===== src/rtl/uart_rx_deframer.sv =====
// Recovers SYNC/LEN/PAYLOAD/CSUM packets from a UART byte stream and replays checksum-verified payloads.
// Latency: first payload byte is valid the cycle after the checksum byte; then 1 byte/cycle.
// Backpressure: pkt_valid/pkt_data/pkt_last hold while !pkt_ready; rx bytes arriving while draining are dropped and counted.
`timescale 1ns/1ps
module uart_rx_deframer #(
    parameter logic [7:0] SYNC_BYTE   = 8'hA5,
    parameter int         MAX_LEN     = 16,
    parameter int         TIMEOUT_CYC = 20840
) (
    input  logic       clk,
    input  logic       rst_,
    input  logic [7:0] rx_data,
    input  logic       rx_valid,
    output logic [7:0] pkt_data,
    output logic       pkt_valid,
    input  logic       pkt_ready,
    output logic       pkt_last,
    output logic       pkt_err,
    output logic [1:0] err_code,
    output logic [7:0] ovr_cnt,
    output logic       busy
);

    localparam int IW = $clog2(MAX_LEN + 1);
    localparam int AW = (MAX_LEN > 1) ? $clog2(MAX_LEN) : 1;
    localparam int TW = (TIMEOUT_CYC > 2) ? $clog2(TIMEOUT_CYC) : 1;
    localparam logic [TW-1:0] TO_LAST = TW'(TIMEOUT_CYC - 1);

    localparam logic [2:0] S_IDLE    = 3'd0;
    localparam logic [2:0] S_LEN     = 3'd1;
    localparam logic [2:0] S_PAYLOAD = 3'd2;
    localparam logic [2:0] S_CSUM    = 3'd3;
    localparam logic [2:0] S_DRAIN   = 3'd4;

    logic [2:0]    state;
    logic [7:0]    len;
    logic [7:0]    csum;
    logic [IW-1:0] idx;
    logic [IW-1:0] rd_idx;
    logic [TW-1:0] idle_cnt;
    logic [7:0]    buf_mem [2**AW];

    logic       in_pkt;
    logic       timeout;
    logic       drain;
    logic       xfer;
    logic       rd_last;
    logic [7:0] len_m1;

    assign len_m1  = len - 8'd1;
    assign in_pkt  = (state == S_LEN) || (state == S_PAYLOAD) || (state == S_CSUM);
    // A byte landing in the expiry cycle takes priority over the timeout.
    assign timeout = in_pkt && !rx_valid && (idle_cnt == TO_LAST);
    assign drain   = (state == S_DRAIN);
    assign xfer    = drain && pkt_ready;
    assign rd_last = (8'(rd_idx) == len_m1);

    assign pkt_valid = drain;
    assign pkt_data  = drain ? buf_mem[rd_idx[AW-1:0]] : 8'h00;
    assign pkt_last  = drain && rd_last;
    assign busy      = (state != S_IDLE);

    // Payload storage needs no reset; only bytes written this packet are ever read.
    always_ff @(posedge clk) begin
        if (state == S_PAYLOAD && rx_valid) begin
            buf_mem[idx[AW-1:0]] <= rx_data;
        end
    end

    always_ff @(posedge clk or negedge rst_) begin
        if (!rst_) begin
            state    <= S_IDLE;
            len      <= 8'h00;
            csum     <= 8'h00;
            idx      <= '0;
            rd_idx   <= '0;
            idle_cnt <= '0;
            pkt_err  <= 1'b0;
            err_code <= 2'b00;
            ovr_cnt  <= 8'h00;
        end else begin
            pkt_err  <= 1'b0;
            idle_cnt <= (in_pkt && !rx_valid) ? idle_cnt + 1'b1 : '0;
            if (drain && rx_valid && ovr_cnt != 8'hFF) begin
                ovr_cnt <= ovr_cnt + 8'd1;
            end
            if (timeout) begin
                pkt_err  <= 1'b1;
                err_code <= 2'b11;
                state    <= S_IDLE;
            end else begin
                case (state)
                    S_IDLE: begin
                        if (rx_valid && rx_data == SYNC_BYTE) state <= S_LEN;
                    end
                    S_LEN: begin
                        if (rx_valid) begin
                            if (rx_data == 8'h00 || int'(rx_data) > MAX_LEN) begin
                                pkt_err  <= 1'b1;
                                err_code <= 2'b01;
                                state    <= S_IDLE;
                            end else begin
                                len   <= rx_data;
                                csum  <= rx_data;
                                idx   <= '0;
                                state <= S_PAYLOAD;
                            end
                        end
                    end
                    S_PAYLOAD: begin
                        if (rx_valid) begin
                            csum <= csum ^ rx_data;
                            idx  <= idx + 1'b1;
                            if (8'(idx) == len_m1) state <= S_CSUM;
                        end
                    end
                    S_CSUM: begin
                        if (rx_valid) begin
                            if (rx_data == csum) begin
                                rd_idx <= '0;
                                state  <= S_DRAIN;
                            end else begin
                                pkt_err  <= 1'b1;
                                err_code <= 2'b10;
                                state    <= S_IDLE;
                            end
                        end
                    end
                    S_DRAIN: begin
                        if (xfer) begin
                            rd_idx <= rd_idx + 1'b1;
                            if (rd_last) state <= S_IDLE;
                        end
                    end
                    default: state <= S_IDLE;
                endcase
            end
        end
    end

endmodule

===== config.mk =====
export PLATFORM = sky130hd
export DESIGN_NAME = uart_rx_deframer
export DESIGN_NICKNAME = d
export VERILOG_FILES = /design/src/rtl/uart_rx_deframer.sv
export SDC_FILE = /design/constraint.sdc
export NUM_CORES = 1
export LEC_CHECK = 0
export BUFFER_PORTS_ARGS = -buffer_cell sky130_fd_sc_hd__buf_2
export CAP_MARGIN = 20
export CORE_UTILIZATION = 25
export DETAILED_ROUTE_END_ITERATION = 16
export PLACE_DENSITY = 0.4
export RECOVER_POWER = 25
export SKIP_LAST_GASP = 1
export SLEW_MARGIN = 5
export SYNTH_ARGS = -nofsm -noshare
export SYNTH_HDL_FRONTEND = slang
export SYNTH_SLANG_ARGS = --single-unit

===== constraint.sdc =====
create_clock -name clk -period 5.1 [get_ports clk]
set_clock_uncertainty 0.15 [all_clocks]
set_input_delay 1.53 -clock clk [delete_from_list [all_inputs] [get_ports clk]]
set_output_delay 1.53 -clock clk [all_outputs]
set_load 0.02 [all_outputs]

After elaboration in Yosys (flattened, before gate mapping) --
Memories as Yosys holds them, arrays and structs flattened. Index checks and enable logic that the tools add are counted.
Word-level totals: memory bits (writable) 128, memories kept 1, input bits 12, word-level logic and storage cells 106, flip-flop bits (word level) 55
Cells by class: add/sub/neg operators 5, reductions and logical operators 23, equal/unequal tests 25, order comparisons 1, bitwise operators 3, muxes and demuxes 39
Memories:
- buf_mem | words 16, bits a word 8, rd ports 1, clocked after memory_dff 0, write ports 1, line 41 | logic [7:0] buf_mem [2**AW];
Operator list (count):
- 2-to-1 mux 8 bit | 4
- 2-to-1 mux 5 bit | 6
- 2-to-1 mux 3 bit | 9
- case mux 5 bit (2 select lines) | 2
- == test 5 x 8 -> 1 bit | 2
- case mux 8 bit (2 select lines) | 1
- adder 15 x 1 -> 15 bit (second input constant) | 1
- == test 15 bit (second input constant) | 1
- 2-to-1 mux 15 bit | 1
- != test 3 bit (second input constant) | 5
- case mux 3 bit (5 select lines) | 1
- AND reduction 5 bit | 3
- 2-to-1 mux 2 bit | 6
- != test 3 x 2 -> 1 bit (second input constant) | 4
- adder 5 x 1 -> 5 bit (second input constant) | 2
- adder 8 x 1 -> 8 bit (second input constant) | 1
- == test 8 bit | 1
- == test 8 bit (second input constant) | 1
- > comparator 8 x 5 -> 1 bit (second input constant) | 1
- logical AND 1 bit | 8
- zero test 8 bit | 1
- != test 2 bit (second input constant) | 4
- != test 8 bit (second input constant) | 1
- subtractor 8 x 1 -> 8 bit (second input constant) | 1
- 16 further kinds | 29

Longest topological paths before layout --
word-level depth 7, mapped depth 9

Least setup slack after synthesis --
No wires, ideal clock.
path type reg-to-output, start point reg rd_idx[0], end point out pkt_data[0], setup slack 1131 ps, data arrival time 2289 ps, stages on the path, launching flop included 6, data required time 3420 ps, path buffers 2, path through dfrtp_1 -> clkbuf_1 -> buf_2 -> mux4_2 -> mux4_2 -> and2_1
On the way: word-level cells in the longest chain between the ends 2
RTL lines:
- start: declaration | line 39 | logic [IW-1:0] rd_idx;
- start signal: assignment | line 131 | rd_idx <= rd_idx + 1'b1;
- memory (16 x 8 bit)
- 2-to-1 mux 8 bit | line 59 | assign pkt_data = drain ? buf_mem[rd_idx[AW-1:0]] : 8'h00;
- end: declaration | line 14 | output logic [7:0] pkt_data,
No other way between the ends.

Worst setup path in the final report --
start point reg len[0], end point out pkt_last
On the way: word-level cells in the longest chain between the ends 3
RTL lines:
- start: declaration | line 36 | logic [7:0] len;
- start signal: assignment | line 103 | len <= rx_data;
- subtractor 8 x 1 -> 8 bit | line 50 | assign len_m1 = len - 8'd1;
- == test 5 x 8 -> 1 bit | line 56 | assign rd_last = (8'(rd_idx) == len_m1);
- logical AND 1 bit | line 60 | assign pkt_last = drain && rd_last;
- end: declaration | line 17 | output logic pkt_last,
No other way between the ends.

==> results.md <==
* R2r worst-path depth at 6
* Std cell rows at 64
* Period minus WS final at 4.296 ns
* Synth area leaders: edfxtp_1, dfrtp_1, mux4_2, xnor2_1, xor2_1
* Clock Tree Buf Depth at 2
* Hold WS at 0.3573 ns
* Most frequent cells in the layout: edfxtp_1, dfrtp_1, nand2_1
* Slowest cell on the critical path: dfrtp_1
* HP Class: flip-flop to flip-flop
* Hold Path Origin: ovr_cnt[4]
* Clock Latency Late Sink at 0.44 ns
* Slew Viols, Final at 0
* Crit path max-delay family: simple AND/OR/NAND/NOR gates
* GPL Wtd Cong at 0.7508
* Post-synth EDFFs at 128
* H-Tree Depth at 4
* Synth warn at 0
* Pwr per Cell Area at 451.8 mW/mm²
* Hold Path End: ovr_cnt[4]
* Fin crit share at 84.23%
* # setup viols final at 0
* Vias per inst at 4.512
* CTS tree: done
* Dpl ws at 0.9712 ns
* Max-Cap Viols at 0
* FF+latch count, synth at 183
* Vias in the first global route at 4673
* Final instance area at 0.009294 mm²
* Commonest non-fill, non-tap cell in the layout: edfxtp_1
* Iter 0 DRT Violations at 283
* Hpwl dp at 12650 µm
* Crit path kind: flip-flop to primary output
* Routed Antenna Nets at 0
* Post-synth top area cell: edfxtp_1
* DP Area at 0.008660 mm²
* CORE AREA at 0.03091 mm²
* F_max at 0.2328 GHz
* Largest net degree at the start of global routing at 43
* # diodes at 0
* Reg-to-reg slack, setup at 2.26 ns
* Critical Path Start Type: flip-flop
* Die area at 0.03252 mm²
* Worst-path cell chain: inv_1, ha_1, nor3b_1, xnor2_1, xnor2_1, nor4_1, and3_1, buf_2
* Clock slew at reported path FFs at 0.08 ns
* Nets@finish at 591
* Grt ovf at 0
* Drt first pass iters at 4
* Syn Nets at 540
* R2r endpoint: state[0]
* Vias at 4422
* Crit end category: primary output
* Inserted Clock Buffers at 17
* Non-Filler Instances at 980
* Clk sinks at 183
* Avg Inst Size Synth at 15.29 µm²
* Synthesized instance count at 520
* Max VDD drop at 0.2306 mV
* Synthesized cell area at 0.007950 mm²
* DRC Markers at 0
* Post-CTS resize count at 0
* CP Max Fanout at 7
* CP bufs+invs at 2
* Initial Util at 25.72%
* Tot GR Track Use at 12.40%
* Largest stage delay on the critical path at 0.46 ns
* Drt wl/cell at 19.40 µm
* Root Buffer: clkbuf_16
* Relative slew slack at 14.86%
* Final Hold Fails at 0
* Post-CTS Setup Inserts at 0
* Wirelength, routed at 19010 µm
* First-pass GRT wire length at 29300 µm
* Post-synthesis cell type count at 50
* Leak at 0.003271 µW
* Die Y at 180.3 µm
* Total negative slack at 0 ns
* Worst path required time at 3.42 ns
* Area grow syn2layout at 16.90%
* Placed instance count at 947
* Slew @ Worst Pin at 1.277 ns
* Share of layout cells above drive strength 1 at 21.40%
* Ys flop type: edfxtp_1
* Port bufs at 33
* Final Worst Setup Slack at 0.8043 ns
* Seq/Total Area, Yosys at 65.66%
* Outcome: complete, no violations
* Hold Path Depth at 1
* RSZ-0062 raised after global routing: false
* Post-synth ARST share at 30.05%
* IO Pins at 34
* Share of the synthesized area in the top cell type at 48.35%
* Most frequent CP cell: xnor2_1
* Reg-to-Reg Start: state[0]
* Antenna violations before repair at 0
* Worst Path Arrival at 2.62 ns
* Chip width at 180.3 µm
* # hold bufs at CTS at 0
==> cells by family (layout without fill, tap and decap cells) <==
logic type | after synthesis | count (layout) | share of synthesized area, %
flip-flops | 183 | 183 | 65.66
AND/OR/NAND/NOR | 160 | 160 | 9.962
XOR/XNOR | 50 | 50 | 5.681
multiplexers | 49 | 49 | 12.59
buffers and inverters | 39 | 103 | 2.140
AO/OA/AOI/OAI | 31 | 31 | 2.707
adder cells (fa/ha/maj) | 8 | 8 | 1.259
==> how the worst max path moves through the flow <==
| stage | depth (start not counted) | start | endpoint |
|---|---|---|---|
| after floorplan | 5 | rd_idx[0] | pkt_data[0] |
| after global placement | 7 | rx_data[0] | csum[2] |
| after detailed placement | 7 | rx_data[0] | csum[1] |
| after CTS | 5 | rd_idx[0] | pkt_data[4] |
| after global routing | 8 | len[0] | pkt_last |
| final | 8 | len[0] | pkt_last |
==> stage by stage <==
stage	power (µW)	util [%]
finish	4199	30.07
global placement	2863	28.02
floorplan	2604	-
CTS	4264	30.10
global route	4418	30.07
detailed placement	2879	28.02
==> metal layers <==
layer	global-route usage (%)	vias up	wire [µm]	part of all wire, %
li1	-	2034	-	-
met1	15.90	2292	8656	46
met2	21.12	81	9549	50
met3	2.506	15	559	2.9
met4	3.590	0	245	1.3
met5	0	-	0	0
==> final cells by class <==
| type | count | area (µm²) |
|---|---|---|
| Clock buffer | 17 | 425.4 |
| Clock inverter | 15 | 219.0 |
| Fill cell | 3113 | 21620 |
| Inverter | 16 | 60.06 |
| Multi-Input combinational cell | 298 | 2560 |
| Sequential cell | 183 | 5221 |
| Tap cell | 396 | 495.5 |
| Timing Repair Buffer | 55 | 312.8 |
==> power by group <==
group | total (µW) | switching [µW] | leakage, µW | internal, µW
Sequential | 1870 | 171 | 0.00187 | 1700
Clock | 1380 | 696 | 0.000307 | 682
Combinational | 949 | 469 | 0.00109 | 480
==> cell usage after synthesis (3+ instances only) <==
cell type	number
edfxtp_1	128
dfrtp_1	55
nand2_1	43
mux4_2	40
nor2_1	37
xnor2_1	26
xor2_1	23
nand3_1	18
clkbuf_1	16
inv_1	16
and2_1	15
nor3_1	12
o21ai_0	9
ha_1	8
or3_1	8
mux2_1	7
a21oi_1	5
buf_2	4
nor4_1	4
and3_1	3
nand2b_1	3
nand4_1	3
nor2b_1	3
nor3b_1	3
==> registers in the layout, indices dropped and copies added, names as in the netlist, 3 cells and up <==
signal / count
buf_mem: 128
ovr_cnt: 8
len: 8
state: 3
csum: 8
idx: 5
idle_cnt: 15
rd_idx: 5
(Power assumes the default switching activity.)
